<file path="src/rtl/instruction_fetch_stage_pkg.sv">
// Shared pipeline definitions for the fetch/decode boundary: widths, reset PC,
// the bubble instruction word and the IF/ID field bundle.
package instruction_fetch_stage_pkg;

  localparam int XLEN = 32;

  localparam logic [XLEN-1:0] PC_RESET_DEFAULT = 32'h0000_0000;
  // sll $0,$0,0
  localparam logic [XLEN-1:0] NOP_WORD = 32'h0000_0000;

  typedef struct packed {
    logic [XLEN-1:0] instruction;
    logic [XLEN-1:0] pc_plus4;
    logic            valid;
  } ifid_t;

  function automatic ifid_t ifid_bubble();
    ifid_t b;
    b.instruction = NOP_WORD;
    b.pc_plus4    = '0;
    b.valid       = 1'b0;
    return b;
  endfunction

endpackage

</file>
<file path="src/rtl/instruction_fetch_stage_ifid_pipe_reg.sv">
// IF/ID pipeline register: synchronous reset and squash both load a bubble,
// hold freezes the contents, otherwise the fetched bundle is captured.
module ifid_pipe_reg
  import instruction_fetch_stage_pkg::*;
(
  input  logic  clk_i,
  input  logic  srst_i,
  input  logic  hold_i,
  input  logic  squash_i,
  input  ifid_t load_i,
  output ifid_t q_o
);

  ifid_t ifid_q;
  ifid_t ifid_d;

  always_comb begin
    ifid_d = ifid_q;
    if (!hold_i) begin
      if (squash_i) ifid_d = ifid_bubble();
      else          ifid_d = load_i;
    end
  end

  always_ff @(posedge clk_i) begin
    if (srst_i) ifid_q <= ifid_bubble();
    else        ifid_q <= ifid_d;
  end

  assign q_o = ifid_q;

endmodule

</file>
<file path="src/rtl/instruction_fetch_stage.sv">
// MIPS fetch stage: PC register, instruction-memory address, IF/ID register and
// valid-fetch counter. Define BRANCH_DELAY_SLOT_EN to keep the delay-slot word on redirect.
module instruction_fetch_stage
  import instruction_fetch_stage_pkg::*;
#(
  parameter logic [31:0] PC_RESET = PC_RESET_DEFAULT
)
(
  input  logic        Clk,
  input  logic        Rst,
  input  logic        Stall,
  input  logic        Redirect,
  input  logic [31:0] Redirect_Target,
  output logic [31:0] Imem_Addr,
  input  logic [31:0] Imem_Data,
  output logic [31:0] IFID_Instruction,
  output logic [31:0] IFID_PCPlus4,
  output logic        IFID_Valid,
  output logic [31:0] Fetch_Count
);

  logic [31:0] pc_q, pc_d;
  logic [31:0] count_q, count_d;
  logic [31:0] pc_plus4;
  logic        squash;
  ifid_t       fetch_bundle;
  ifid_t       ifid;

  assign pc_plus4 = pc_q + 32'd4;

`ifdef BRANCH_DELAY_SLOT_EN
  assign squash = 1'b0;
`else
  assign squash = Redirect;
`endif

  // Stall outranks Redirect; decode re-asserts the redirect once the stall clears.
  always_comb begin
    pc_d    = pc_q;
    count_d = count_q;
    if (!Stall) begin
      if (Redirect) pc_d = {Redirect_Target[31:2], 2'b00};
      else          pc_d = pc_plus4;
      if (!squash)  count_d = count_q + 32'd1;
    end
  end

  always_ff @(posedge Clk) begin
    if (Rst) begin
      pc_q    <= PC_RESET;
      count_q <= '0;
    end else begin
      pc_q    <= pc_d;
      count_q <= count_d;
    end
  end

  assign fetch_bundle.instruction = Imem_Data;
  assign fetch_bundle.pc_plus4    = pc_plus4;
  assign fetch_bundle.valid       = 1'b1;

  ifid_pipe_reg u_ifid (
    .clk_i    (Clk),
    .srst_i   (Rst),
    .hold_i   (Stall),
    .squash_i (squash),
    .load_i   (fetch_bundle),
    .q_o      (ifid)
  );

  assign Imem_Addr        = pc_q;
  assign IFID_Instruction = ifid.instruction;
  assign IFID_PCPlus4     = ifid.pc_plus4;
  assign IFID_Valid       = ifid.valid;
  assign Fetch_Count      = count_q;

endmodule

</file>
<file path="config.mk">
export PLATFORM = sky130hd
export DESIGN_NAME = instruction_fetch_stage
export DESIGN_NICKNAME = d
export VERILOG_FILES = /design/src/rtl/instruction_fetch_stage_pkg.sv /design/src/rtl/instruction_fetch_stage_ifid_pipe_reg.sv /design/src/rtl/instruction_fetch_stage.sv
export SDC_FILE = /design/constraint.sdc
export NUM_CORES = 1
export LEC_CHECK = 0
export CAP_MARGIN = 20
export CORE_MARGIN = 2
export CORE_UTILIZATION = 60
export CTS_CLUSTER_DIAMETER = 150
export DETAILED_ROUTE_END_ITERATION = 6
export DONT_BUFFER_PORTS = 1
export PLACE_DENSITY = 0.75
export SLEW_MARGIN = 5
export SYNTH_ARGS = -nofsm -noshare
export SYNTH_HDL_FRONTEND = slang
export SYNTH_SLANG_ARGS = --single-unit
</file>
<file path="constraint.sdc">
create_clock -name Clk -period 2.7 [get_ports Clk]
set_input_delay 0.27 -clock Clk [delete_from_list [all_inputs] [get_ports Clk]]
set_output_delay 0.27 -clock Clk [all_outputs]
set_load 0.005 [all_outputs]
</file>
== After elaboration in Yosys (flattened, before gate mapping) ==
Cells that the tools add are included.

* Register bits: 129
* Bits of input ports: 68
* Output and inout port bits: 129

* Add/sub/neg operators: 2
* Multiplexer cells: 2
* Bitwise gates (word level): 2
* Reductions and logical operators: 1

{| class="wikitable"
|+ Operators by type and width
! cell !! number
|-
| 65-bit 2-to-1 mux || 1
|-
| 32-bit by 1-bit adder with 32-bit output (second input constant) || 1
|-
| 32-bit by 3-bit adder with 32-bit output (second input constant) || 1
|-
| 32-bit 2-to-1 mux || 1
|-
| 1-bit inverter || 2
|-
| 2-bit AND reduction || 1
|}

== Logic depth before layout (Yosys ltp) ==
* Depth after elaboration: 2
* Mapped depth: 8
* Depth with buffers taken out: 6

== Hierarchy ==
Synthesis repeated with hierarchy kept, for this count alone.

* Cell total of the unflattened synthesis: 762
* Area, all modules: 6575.1 µm²

{| class="wikitable"
|+ By module, submodules not included
! module !! instances !! cells an instance !! area each (µm²) !! seq. area each (µm²)
|-
| instruction_fetch_stage || 1 || 473 || 3632.2 || 1241.2
|-
| ifid_pipe_reg || 1 || 289 || 2942.8 || 1301.2
|}

== Worst setup path after synthesis ==
No wires, ideal clock.

* Kind: register -> register
* From: register pc_q[2], in the netlist Imem_Addr[2]
* To: register pc_q[26], in the netlist Imem_Addr[26]
* Setup time: 0.062 ns
* Arrival: 1.924 ns
* Required time: 2.638 ns
* Path slack: 0.715 ns
* Stages on the path, launching flop included: 9
* Path buffers: 2
* Clock period less this slack: 1.985 ns
* Cells stage by stage: dfxtp_1 -> ha_1 -> buf_2 -> nand3_1 -> nor4_4 -> buf_4 -> nand4_4 -> o32a_1 -> nand3_1

* Word-level cells in the longest chain between the ends: 2

{| class="wikitable"
|+ RTL lines
! item !! line !! source
|-
| from (decl) || instruction_fetch_stage.sv:22 || <nowiki>logic [31:0] pc_q, pc_d;</nowiki>
|-
| from (signal assigned) || instruction_fetch_stage.sv:53 || <nowiki>pc_q <= pc_d;</nowiki>
|-
| 32-bit by 3-bit adder with 32-bit output || instruction_fetch_stage.sv:29 || <nowiki>assign pc_plus4 = pc_q + 32'd4;</nowiki>
|-
| 32-bit 2-to-1 mux || instruction_fetch_stage.sv:42 || <nowiki>if (Redirect) pc_d = {Redirect_Target[31:2], 2'b00};</nowiki>
|}

Every way passes these cells.
A chain may end at the register's enable or synchronous reset.

== Worst setup path after layout ==
* From: register pc_q[3], in the netlist Imem_Addr[3]
* To: register pc_q[22], in the netlist Imem_Addr[22]

The elaborated chain is that of the path after synthesis.

==> results.md <==
- The flow ran to the end, and the final reports show no timing, DRC or antenna violations.
- The max-slew violation total from the final report is 0.
- The number of buffers added by the clock tree synthesis step is 17.
- The analysis attributes to net switching a power of 1.058 mW.
- The clock edge transition at the registers on the reported setup and hold paths is ~0.060 ns.
- The worst hold slack is 0.01648 ns.
- The static power due to leakage is 2.571 nW.
- The worst reg2reg path endpoint is Imem_Addr[22]$_SDFFE_PP0N_.
- The minimum setup slack among reg-to-reg paths is 0.26 ns.
- CTS saw 126 sinks.
- The relative area change from synthesis to final layout is 20.05%.
- The DRC violation count after routing is 0.
- The starting DRC count in detailed routing is ~200.
- The source-to-sink clock delay at the later pin of the worst-skew pair is 0.50 ns.
- The post-synthesis area per instance is about 8.8 sq um.
- In this run the horizontal extent of the chip is 100.9 microns.
- The root buffer cell is sky130_fd_sc_hd__clkbuf_8.
- The remaining number of nets flagged by the antenna check after routing is 0.
- The effective utilization at floorplan is 61.49%.
- The hold-critical path depth is 2.
- The maximum clock path buffer count is 2.
- The global placer's final weighted congestion is 0.8389.
- The clock tree synthesis step divided the H-tree into 4 levels.
- In this run, flip-flops and latches consume 42.8% of the power.
- The placed cell count is 707.
- The core region area is 9153 sq um.
- Adding up every negative setup slack in the final design gives 0 ns.
- The routed design has 14670 microns of wire.
- Summed over all layers, the global routing overflow is 0.
- The internal cell power is 3.605 mW.
- The number of global-route vias before repair is 4477.
- The largest net degree at the start of global routing is 65.
- STA classifies the critical path startpoint as a flop.
- In this run the tightest slew margin relative to its limit is 50.99%.
- By area the synthesized netlist is led by sky130_fd_sc_hd__dfxtp_1 45%, sky130_fd_sc_hd__xor2_1 6.1%, sky130_fd_sc_hd__a22o_1 5.6%.
- The worst voltage drop across the vdd grid is around 500 uV.
- The final setup violation count is 0.
- The core utilization of the finished layout is 73.82%.
- For this block, the via count after detailed routing is 4746.
- Derived from the worst setup path, the maximum achievable clock frequency is 410.2 MHz.
- The HPWL after detailed placement is 9169 microns.
- The top fanout value on the critical path is 7.
- The synthesized design devotes to its leading area cell type 44.82% of total area.
- The setup path with the least slack is of type reg -> reg.
- Cells with a size suffix above 1 make up 9.333% of the layout.
- In this run the tool buffered the top-level ports with 0 buffer cells.
- The count of different cell masters after synthesis is 53.
- The top cell type by total area after synthesis is sky130_fd_sc_hd__dfxtp_1.
- For the worst flop-to-flop path, the logic depth is 6.
- The net total in the final layout is 732.
- In this run, synthesis inferred 0 flip-flops with an integrated enable.
- Across the run, the number of max-cap violations was 0.
- The clock network is responsible for between 50% and 60% of the overall power.
- After layout, the minimum clock period comes to ~2.4 ns.
- The final-report hold violation count is 0.
- Setup repair after global routing left no endpoint under its margin.
- After layout, the worst path uses between 90% and 100% of the clock period.
- Once the clock tree was built, the resizer swapped 0 gates to a different size.
- The power density over the cells is 690.2 nW/um^2.
- During synthesis, Yosys emitted a total of 0 warnings.
- The number of antenna violations at the first check in global routing is 0.
- Combinational logic is responsible for 5.7% of the overall power.
- The setup slack after layout is roughly 0.26 ns.
- In the routed layout, each cell is associated on average with a via count of 6.038.
- At the worst endpoint, the required time is 3.09 ns.
- The floorplan has 35 rows.
- In the global route stage, overall resource usage came out at 28.14%.
- Data on the critical path arrives at its endpoint at around 2.8 ns.
- The worst clock skew is 0.01163 ns.
- Dividing the detail-routed wire length by the instance count gives 18.66 microns.
- Traced cell by cell, the critical path runs through ha_1 > nand3_1 > nor4_4 > nand4_1 > and3_1 > a211o_1.
- The endpoint of the worst hold path is Imem_Addr[16]$_SDFFE_PP0N_.
- Synthesis inferred 126 register bits.
- STA classifies the critical path endpoint as a flop.
- The library cell with the highest instance count after synthesis is sky130_fd_sc_hd__dfxtp_1.
- The fraction of synthesis flops using an asynchronous set or reset pin is 0%.
- The number of cells produced by synthesis is 637.
- The area of the die is 10170 sq um.
- The highest-delay cell along the critical path is sky130_fd_sc_hd__nor4_4.
- The startpoint identified for the worst register-to-register timing path is Imem_Addr[3]$_SDFFE_PP0N_.
- The number of setup buffers added after CTS is 0.
- Before CTS, the worst setup slack after placement is 0.3160 ns.
- Before antenna repair, the detailed router went through 5 iterations.
- In this run switching power makes up between 20% and 30% of total power.
- The kind of path behind the tightest hold check is in -> reg.
- The top flip-flop cell by instance count after synthesis is sky130_fd_sc_hd__dfxtp_1.
- The first global-routing pass estimated 22800 microns of wire.
- Sequential elements use 44.82% of the synthesized area.
- roughly 200 I/O pins were placed.
- For the pin with the worst max-slew slack, the measured transition is around 0.74 ns.
- TritonCTS built the clock tree.
- The cell area after synthesis is 5628 sq um.
- Excluding fillers, the count of instances in the completed layout stands at 786.
- The commonest cells after synthesis are 126 x sky130_fd_sc_hd__dfxtp_1, 77 x sky130_fd_sc_hd__nor2_1, 50 x sky130_fd_sc_hd__nand2_1.
- The worst hold path begins at Stall.
- The delay of the slowest cell on the worst path is 0.53 ns.
- The vertical extent of the die is 100.9 microns.
- The repair_antennas step left the layout with diodes totalling 0.
worst max-delay path, delay by kind of cell (launching register included):
family	cells	cell delay [ns]
AND/OR/NAND/NOR	4	1.25
flip-flops	1	0.47
adder cells (fa/ha/maj)	1	0.38
AO/OA/AOI/OAI	1	0.22
cells by family (layout without fill, tap and decap cells):
kind of cell | after synthesis | in the layout | synth area share [%]
flops | 126 | 126 | 44.82
compound gates | 146 | 146 | 17.47
xor+xnor | 58 | 58 | 9.026
fa+ha+maj | 2 | 2 | 0.4446
buf+inv | 58 | 95 | 4.358
other cells | 1 | 2 | 0.06663
simple gates | 241 | 241 | 22.92
mux | 5 | 5 | 0.8893
registers in the layout, indices dropped and copies added, names as in the netlist:
register,cells
u_ifid.q_o,64
Fetch_Count,32
Imem_Addr,30
area by class of cell:
cell class | instances | area, sq um
Clock buffer | 20 | 445.4
Tap cell | 111 | 138.9
Fill cell | 671 | 2396
Clock inverter | 12 | 183.9
Sequential cell | 126 | 2522
Inverter | 7 | 26.28
Multi-Input combinational cell | 454 | 2874
Timing Repair Buffer | 56 | 565.5
power groups by stage:
stage | registers [mW] | clock network (mW) | logic, mW
2_1_floorplan | 2.01 | 0 | 0.183
6_report | 1.99 | 2.40 | 0.265
5_1_grt | 2.00 | 2.51 | 0.291
4_1_cts | 1.99 | 2.42 | 0.261
3_5_place_dp | 2.03 | 0 | 0.172
3_3_place_gp | 2.03 | 0 | 0.164
layout by cell type (no fill, tap or decap), drive strengths merged, types with 4 or more instances in the layout:
| cell | instances |
|---|---|
| o21ai | 34 |
| or2 | 10 |
| dlygate4sd3 | 45 |
| clkinv | 5 |
| a31oi | 5 |
| clkbuf | 20 |
| mux2i | 5 |
| nand3 | 29 |
| nor4 | 6 |
| a21oi | 33 |
| and3 | 9 |
| nand4 | 27 |
| nor2 | 77 |
| nor3 | 8 |
| xor2 | 39 |
| nand2 | 50 |
| bufinv | 4 |
| xnor2 | 19 |
| and4 | 6 |
| inv | 8 |
| buf | 11 |
| nor2b | 7 |
| a22oi | 15 |
| and2 | 5 |
| dfxtp | 126 |
| a22o | 36 |
repair_timing:
item,4_1_cts,5_1_grt
hold endpoints to repair,98,0
hold buffers,47,0
endpoints found under the setup margin,0,0
metrics by stage:
| step | instance area (sq um) | power [mW] |
|---|---|---|
| after floorplan | 5632 | 2.192 |
| after global placement | 5629 | 2.195 |
| after detailed placement | 5629 | 2.205 |
| after CTS | 6756 | 4.673 |
| after global routing | 6756 | 4.799 |
| final | 6756 | 4.663 |
layer usage:
layer  GRT usage, %  wire, microns
met5              0              0
met4          9.694            172
met3          9.847           1204
met2          46.31           7382
met1          34.24           5908
worst max path at each step:
stage                                    start                         end  slack (ns)  cells after the start
floorplan            Imem_Addr[2]$_SDFFE_PP0N_  Imem_Addr[26]$_SDFFE_PP0N_        0.71                      8
finish               Imem_Addr[3]$_SDFFE_PP0N_  Imem_Addr[22]$_SDFFE_PP0N_        0.26                      6
CTS                  Imem_Addr[3]$_SDFFE_PP0N_  Imem_Addr[22]$_SDFFE_PP0N_        0.28                      6
global placement     Imem_Addr[3]$_SDFFE_PP0N_  Imem_Addr[22]$_SDFFE_PP0N_        0.37                      6
global route        Imem_Addr[17]$_SDFFE_PP0N_  Imem_Addr[29]$_SDFFE_PP0N_        0.08                      6
detailed placement   Imem_Addr[3]$_SDFFE_PP0N_  Imem_Addr[22]$_SDFFE_PP0N_        0.32                      6
Power figures use the tool's default switching activity.
